**src/rtl/load_unit.sv**
```systemverilog
// Load unit: one aligned word read per load, byte/half/word lane extraction with sign/zero extension.
// Latency: accept -> load_valid in 2 cycles minimum; a missing response times out after MAX_WAIT cycles.
// Backpressure: ld_ready only in IDLE, stall held while busy; LOAD_MISALIGN_CHK_EN traps misaligned half/word.
`ifndef MEM_READ
`define MEM_READ  2'b01
`endif
`ifndef MEM_WRITE
`define MEM_WRITE 2'b10
`endif
`ifndef MEM_BYTE
`define MEM_BYTE  2'b00
`endif
`ifndef MEM_HALF
`define MEM_HALF  2'b01
`endif
`ifndef MEM_WORD
`define MEM_WORD  2'b10
`endif

module load_unit #(
    parameter int MAX_WAIT = 15
) (
    input  logic        clk,
    input  logic        rst_n,
    input  logic        ld_valid,
    input  logic [4:0]  mem_op,
    input  logic [31:0] addr,
    input  logic        flush,
    output logic        ld_ready,
    output logic        stall,
    output logic        mem_req,
    output logic [31:0] mem_addr,
    input  logic [31:0] mem_rdata,
    input  logic        mem_rvalid,
    output logic        load_valid,
    output logic [31:0] load_data,
    output logic        load_err
);
    localparam int CW = $clog2(MAX_WAIT + 1);

    typedef enum logic [1:0] {S_IDLE, S_WAIT, S_RESP, S_DRAIN} state_t;

    state_t        state_q, state_d;
    logic [31:0]   addr_q, addr_d;
    logic [1:0]    size_q, size_d;
    logic          uns_q, uns_d;
    logic [CW-1:0] cnt_q, cnt_d;
    logic [31:0]   data_q, data_d;
    logic          err_q, err_d;

    logic          accept;
    logic          misalign;
    logic          timeout;
    logic [7:0]    byte_sel;
    logic [15:0]   half_sel;
    logic [31:0]   rdata_ext;

    assign accept  = ld_valid && (mem_op[4:3] == `MEM_READ) && !flush;
    // Last wait cycle: the counter would reach MAX_WAIT if no data arrives now.
    assign timeout = (cnt_q == CW'(MAX_WAIT - 1));

`ifdef LOAD_MISALIGN_CHK_EN
    assign misalign = ((mem_op[1:0] == `MEM_HALF) && addr[0]) ||
                      ((mem_op[1:0] != `MEM_BYTE) && (mem_op[1:0] != `MEM_HALF) && (addr[1:0] != 2'b00));
`else
    assign misalign = 1'b0;
`endif

    always_comb begin
        byte_sel = mem_rdata[7:0];
        case (addr_q[1:0])
            2'd1:    byte_sel = mem_rdata[15:8];
            2'd2:    byte_sel = mem_rdata[23:16];
            2'd3:    byte_sel = mem_rdata[31:24];
            default: byte_sel = mem_rdata[7:0];
        endcase
        half_sel = addr_q[1] ? mem_rdata[31:16] : mem_rdata[15:0];
        case (size_q)
            `MEM_BYTE: rdata_ext = {{24{byte_sel[7] & ~uns_q}}, byte_sel};
            `MEM_HALF: rdata_ext = {{16{half_sel[15] & ~uns_q}}, half_sel};
            default:   rdata_ext = mem_rdata;
        endcase
    end

    always_ff @(posedge clk or negedge rst_n) begin
        if (!rst_n) begin
            state_q <= S_IDLE;
            addr_q  <= '0;
            size_q  <= '0;
            uns_q   <= 1'b0;
            cnt_q   <= '0;
            data_q  <= '0;
            err_q   <= 1'b0;
        end else begin
            state_q <= state_d;
            addr_q  <= addr_d;
            size_q  <= size_d;
            uns_q   <= uns_d;
            cnt_q   <= cnt_d;
            data_q  <= data_d;
            err_q   <= err_d;
        end
    end

    always_comb begin
        state_d = state_q;
        addr_d  = addr_q;
        size_d  = size_q;
        uns_d   = uns_q;
        cnt_d   = cnt_q;
        data_d  = data_q;
        err_d   = err_q;
        case (state_q)
            S_IDLE: begin
                if (accept) begin
                    addr_d = addr;
                    size_d = mem_op[1:0];
                    uns_d  = mem_op[2];
                    cnt_d  = '0;
                    if (misalign) begin
                        state_d = S_RESP;
                        data_d  = '0;
                        err_d   = 1'b1;
                    end else begin
                        state_d = S_WAIT;
                    end
                end
            end
            S_WAIT: begin
                if (flush) begin
                    // A response landing with the flush closes the transaction outright.
                    state_d = (mem_rvalid || timeout) ? S_IDLE : S_DRAIN;
                    cnt_d   = cnt_q + CW'(1);
                end else if (mem_rvalid) begin
                    state_d = S_RESP;
                    data_d  = rdata_ext;
                    err_d   = 1'b0;
                end else if (timeout) begin
                    state_d = S_RESP;
                    data_d  = '0;
                    err_d   = 1'b1;
                end else begin
                    cnt_d = cnt_q + CW'(1);
                end
            end
            S_RESP: state_d = S_IDLE;
            S_DRAIN: begin
                if (mem_rvalid || timeout) state_d = S_IDLE;
                else                       cnt_d   = cnt_q + CW'(1);
            end
            default: state_d = S_IDLE;
        endcase
    end

    always_comb begin
        ld_ready   = (state_q == S_IDLE);
        stall      = (state_q != S_IDLE) || accept;
        mem_req    = (state_q == S_WAIT) || (state_q == S_DRAIN);
        load_valid = (state_q == S_RESP) && !flush;
    end

    assign mem_addr  = {addr_q[31:2], 2'b00};
    assign load_data = data_q;
    assign load_err  = err_q;

endmodule

```
**config.mk**
```make
export PLATFORM = sky130hd
export DESIGN_NAME = load_unit
export DESIGN_NICKNAME = d
export VERILOG_FILES = /design/src/rtl/load_unit.sv
export SDC_FILE = /design/constraint.sdc
export NUM_CORES = 1
export LEC_CHECK = 0
export CORE_ASPECT_RATIO = 2
export CORE_MARGIN = 2
export CORE_UTILIZATION = 40
export DETAILED_ROUTE_END_ITERATION = 12
export DONT_BUFFER_PORTS = 1
export GPL_ROUTABILITY_DRIVEN = 0
export PLACE_DENSITY = 0.56
export SETUP_SLACK_MARGIN = 0.1
export SLEW_MARGIN = 10
export SYNTH_ARGS = -nofsm -noshare
export SYNTH_HDL_FRONTEND = slang
export SYNTH_SLANG_ARGS = --single-unit
```
**constraint.sdc**
```tcl
create_clock -name clk -period 1.9 [get_ports clk]
set_clock_uncertainty 0.2 [all_clocks]
set_input_delay 0.475 -clock clk [delete_from_list [all_inputs] [get_ports clk]]
set_output_delay 0.475 -clock clk [all_outputs]
set_load 0.005 [all_outputs]
```
==> flow_summary.ini, run 1 <==
[cts]
htree_levels = 3
clockBufferDepth = 2
cts_buffers = 9
clock-sinks = 74
cts_root_buffer = clkbuf_16
worstSkewPairLatency_ns = 0.32
path_clk_slew_ns = 0.06
cts_tree = yes

[timing]
slew_headroom_pct = 54.9
rsz0062_at_grt = yes
hold_viol_final = 74
setup_viol = 0
max_freq_mhz = 532
worstMarginPinSlew_ns = 0.676
period_needed_ns = 1.88
slew_violations = 0
fin_crit_sh_pct = 98.8
whs_ns = -0.359
fin_ws_ns = 0.0219

[synth]
avgSynthCellArea_sq_um = 11.7
synth.distinct_cells = 46
netlist_instances = 319
synthArstFlopShare_pct = 100
synth_area_sq_mm = 0.00374
synth_ff_type = dfrtp_1
yosysSeqAreaShare_pct = 49.5
synth-edff-count = 0
synth_seq_cells = 74
yosysWarnings = 0

[placed_design]
dp_hpwl_um = 6780
port_buffers = 0
pre_cts_ws_ns = -0.275

[die]
ios = 143
core_area_sq_mm = 0.00926
start_util_pct = 40.4
num_rows = 50
dieArea_sq_mm = 0.0102
die_h_um = 141
die_w_um = 72.4

[critical_path]
worstReg2RegStart = addr_q[0]
crit_path_end_kind = flip-flop
path_class = flip-flop to flip-flop
r2r_cells = 5
slowest_delay_ns = 0.42
required_ns = 1.90
r2r_setup_slack_ns = 0.02
cp.arrival_ns = 1.88
crit_chain = mux2_4 > a22oi_4 > a2111oi_4 > buf_12 > a221o_1
startpoint = addr_q[0]
cp_slowest_cell = dfrtp_1
start_kind = flip-flop
r2r-end = load_data[16]
cp_max_fo = 16
critPathCapture = load_data[16]

[worst_hold_path]
hold_path_class = primary input to async pin

[pwr]
leakagePower_nw = 1.93
vdd_drop_max_uv = 593
total_power_mw = 5.98
powerDensity_mw_per_mm2 = 1350

[cells_and_area]
layout_commonest_cell = dfrtp_1
mostFrequentLayoutCells = dfrtp_1, mux2_2, buf_4, a221o_1, nand2_1
antenna_cells = 0
drive_above_1_share_pct = 40.4
nNetsFinal = 391
fillers = 851
areaGrowthSynthToFinish_pct = 18.1

[flow_run]
cap_violations = 0

[route]
dr_total_vias = 2535
post-route-drc-count = 0
routed_wirelength_um = 9250
drtPass1Iterations = 4
ant_nets = 0
routedWlPerCell_um = 21.9
vias_per_cell = 5.99
dr.first_iter.drc_count = 107

[grt]
grt_overflow = 0
grt_pass1_wl_um = 14100
grt_pass1_vias = 2678
globalRouteTotalUtil_pct = 18.2
antenna_found_initial = 0
grt_max_degree = 75

[status]
violations = negative hold slack
status = complete, but fails checks
-- worst min-delay path by stage --
stage	to	slack (ns)
5_1_grt	load_data[16]	-0.38
3_3_place_gp	load_data[16]	-0.02
3_5_place_dp	load_data[20]	-0.02
4_1_cts	load_data[16]	-0.37
6_report	load_data[16]	-0.36
2_1_floorplan	addr_q[0]	-0.02
-- cell type report --
cell class | instances | area, sq um | share of cell area [%]
clock buffer | 10 | 229 | 5.18
clock inverter | 5 | 104 | 2.35
inverter | 6 | 25.0 | 0.566
multi-input combinational | 187 | 1730 | 39.1
sequential | 74 | 1850 | 41.9
tap | 104 | 130 | 2.94
timing repair buffer | 37 | 349 | 7.90
-- sequential cells by signal, summed over array words and instances, names as in the netlist --
| name | count |
|---|---|
| addr_q | 32 |
| load_data | 32 |
| state_q | 2 |
| cnt_q | 4 |
| uns_q | 1 |
| load_err | 1 |
| size_q | 2 |
-- synthesized netlist by cell type (3+ instances only) --
library cell,instances,area [sq um]
a21oi_1,9,45.0
a221o_1,17,170
a311oi_1,6,52.6
a31oi_1,4,25.0
a32o_1,8,80.1
buf_2,7,35.0
buf_4,33,248
clkbuf_1,12,45.0
dfrtp_1,74,1850
inv_1,6,22.5
mux2_2,43,484
nand2_1,13,48.8
nand2b_1,10,62.6
nor2_1,10,37.5
nor2b_1,6,37.5
nor3_1,3,15.0
nor3b_1,5,37.5
o21a_1,7,52.6
o21ai_0,9,45.0
o31ai_1,6,45.0
-- per-layer routing --
layer  vias to the layer above  track usage [%]  routed length [um]
met2                       109             34.0                5390
li1                       1144                -                   -
met4                         0             9.26                 329
met3                        19             4.57                 627
met5                         -                0                   0
met1                      1263             17.6                2910
-- report_power, final --
part	leakage, nW	internal [mW]	total, mW	switching, mW
Clock	0.163	1.28	1.90	0.621
Sequential	0.929	2.10	2.58	0.479
Combinational	0.838	0.852	1.51	0.654
-- through the flow --
stage                     setup TNS, ns  cells  area (sq um)  util [%]
after global routing            -0.0418    423          4420      47.7
final                                 0    423          4420      47.7
after CTS                             0    419          4260      46.0
after detailed placement          -4.03    398          3790      41.0
after global placement            -3.30    398          3790      41.0
after floorplan                       0    320          3800         -
-- timing repair --
item,CTS,global route
setup endpoints to repair,31,36
gates cloned,2,1
hold endpoints to repair,74,74
pin swaps,2,16
gates resized for setup,16,36
setup buffers,4,3
-- worst max-delay path: cells and delay by family, from the launching register on --
kind / cells / cell delay [ns]
flip-flops: 1 / 0.42
multiplexers: 1 / 0.33
buffers and inverters: 1 / 0.16
AO/OA/AOI/OAI: 3 / 0.64
-- kinds of logic after synthesis --
kind of cell	Yosys count	synth area share [%]
DFF	74	49.5
adders and majority gates	2	0.669
xor gates and xnor gates	1	0.234
buffers and inverters	59	9.66
and+or+nand+nor	59	8.93
AOI/OAI and AO/OA	78	17.3
other	1	0.100
muxes	45	13.6
Power figures use the tool's default switching activity.
==> inputs of run 2 (changes only) <==
DONT_BUFFER_PORTS = not set   (was 1)
PLACE_DENSITY = 0.77   (was 0.56)
==> run 2 against run 1 <==
  * The run ends with negative setup slack left
  * First-iteration DRC count rose by 100%
  * Sequential power fell by 5%
  * Non-clock buffer count rose by 172
  * Via count rose by 31%
  * Count of clock-buffer cells in the layout did not move
  * Combinational power rose by 65%
  * Core utilization rose by 17 points
  * Clock power fell by 11%
  * Global-route usage rose by 4.4 points
  * Wire length rose by 27%
  * Die area did not move
  * Sequential share of layout area fell by 11 points
  * Critical path type is now primary input to output pin
  * Largest cell class is now buffers
  * Largest power group is now combinational logic
==> flow_summary.ini, run 2 (synthesis gave the netlist of run 1 again) <==
[status]
status = complete, but fails checks
violations = negative setup slack

[timing]
period_needed_ns = 1.94
fin_crit_sh_pct = 102
slew_violations = 0
rsz0062_at_grt = yes
max_freq_mhz = 514
fin_ws_ns = -0.0445
hold_viol_final = 0
slew_headroom_pct = 61.8
worstMarginPinSlew_ns = 0.573
setup_viol = 24

[critical_path]
r2r_setup_slack_ns = -0.02
slowest_delay_ns = 0.26
r2r_cells = 6
cp.arrival_ns = 1.27
worstReg2RegStart = addr_q[0]
r2r-end = load_data[8]
required_ns = 1.22
worst-path-stages = 6
crit_path_end_kind = output pin
crit_buf_inv = 4
crit_family = simple AND/OR/NAND/NOR gates
path_class = primary input to output pin
cpMostUsedCell = buf_6
start_kind = primary input
cp_max_fo = 2
crit_chain = buf_2 > and4bb_2 > nor3_4 > buf_6 > inv_2 > buf_6
cp_slowest_cell = and4bb_2

[pwr]
vdd_drop_max_uv = 700
power.share.sequential_pct = 37.1
powerDensity_mw_per_mm2 = 1100
total_power_mw = 6.64
combPwrFrac_pct = 37.5
internal-power_mw = 4.59
pwr-share-clk_pct = 25.4
p_switching_mw = 2.05
leakagePower_nw = 2.79
switching_share_pct = 30.9

[cells_and_area]
multi_input_area_sq_mm = 0.00172
areaGrowthSynthToFinish_pct = 60.6
regArea_sq_mm = 0.00186
final_cells = 596
layout_commonest_cell = dfrtp_1
nNetsFinal = 563
fillers = 735
antenna_cells = 0
mostFrequentLayoutCells = dfrtp_1, dlygate4sd2_1, clkdlybuf4s50_1, buf_4, mux2_2
utilization_pct = 64.9
drive_above_1_share_pct = 35.6

[cts]
path_clk_slew_ns = 0.06
htree_levels = 3
cts_buffers = 9
cts_tree = yes
clockBufferDepth = 2
clock-sinks = 74
worstSkewPairLatency_ns = 0.33
cts_root_buffer = clkbuf_16

[route]
routed_wirelength_um = 11800
dr.first_iter.drc_count = 215
ant_nets = 0
drtPass1Iterations = 5
routedWlPerCell_um = 19.8
vias_per_cell = 5.59
post-route-drc-count = 0
dr_total_vias = 3330

[grt]
grt_max_degree = 75
grt_pass1_wl_um = 18000
globalRouteTotalUtil_pct = 22.6
antenna_found_initial = 0
grt_overflow = 0
grt_pass1_vias = 3680

[die]
num_rows = 50
die_h_um = 141
core_area_sq_mm = 0.00926
ios = 143
start_util_pct = 40.4
dieArea_sq_mm = 0.0102
die_w_um = 72.4

[worst_hold_path]
min_path_cells = 2
hp-start = load_data[3]
min_to = load_data[3]
hold_path_class = flip-flop to flip-flop

[placed_design]
pre_cts_ws_ns = -0.725
port_buffers = 140
place_inst = 560
dp_hpwl_um = 7910

[flow_run]
cap_violations = 0
==> run 2: worst max-delay path by stage <==
stage,start,to,slack (ns)
floorplan,mem_rdata[7],load_data[29],0.03
global placement,flush,stall,-0.74
detailed placement,flush,stall,-0.73
CTS,state_q[1],stall,-0.07
global route,state_q[0],cnt_q[3],-0.09
finish,mem_op[3],stall,-0.04
==> run 2: final cells by class <==
cell class                 count  area share [%]
tap                          104            2.16
clock inverter                 6            1.10
multi-input combinational    187            28.6
sequential                    74            30.9
inverter                       6           0.375
timing repair buffer         209            33.0
clock buffer                  10            3.81
==> run 2: power by group through the flow <==
| stage | registers (mW) | logic (mW) | clock network [mW] |
|---|---|---|---|
| 3_3_place_gp | 2.43 | 2.47 | 0 |
| 6_report | 2.46 | 2.49 | 1.69 |
| 3_5_place_dp | 2.48 | 2.52 | 0 |
| 5_1_grt | 2.52 | 2.67 | 1.79 |
| 2_1_floorplan | 2.41 | 1.24 | 0 |
| 4_1_cts | 2.44 | 2.41 | 1.73 |
==> run 2: layer usage <==
metal / vias up / share of wire [%] / routed length (um) / GRT usage, %
met1: 1665 / 32 / 3800 / 21.5
met5: - / 0 / 0 / 0
met2: 153 / 59 / 6900 / 42.5
met4: 0 / 4.1 / 484 / 14.0
met3: 33 / 5.1 / 603 / 4.07
li1: 1479 / - / - / -
==> run 2: worst register-to-register path, cell delays in order, from the launching register on <==
cell and delay [ns]:
dfrtp_2 0.44, mux2_4 0.32, a22oi_4 0.27, buf_6 0.16
buf_6 0.12, o21ai_2 0.06, a32o_1 0.24
==> run 2: timing repair <==
action                     in CTS  in global routing
setup endpoints to repair     132                 69
gates cloned                    1                  2
setup buffers                  15                  3
resized for setup             126                 32
pin swaps                      16                 16
hold buffers                    1                  0
hold endpoints to repair       74                  0
==> run 2: per-stage QoR <==
stage | setup TNS (ns) | hold slack [ns] | area (sq um)
2_1_floorplan | 0 | -0.0206 | 3800
3_3_place_gp | -24.92 | 0.267 | 5410
3_5_place_dp | -27.11 | 0.275 | 5410
4_1_cts | -0.380 | 0.288 | 5830
5_1_grt | -1.06 | 0.319 | 6010
6_report | -0.311 | 0.284 | 6010
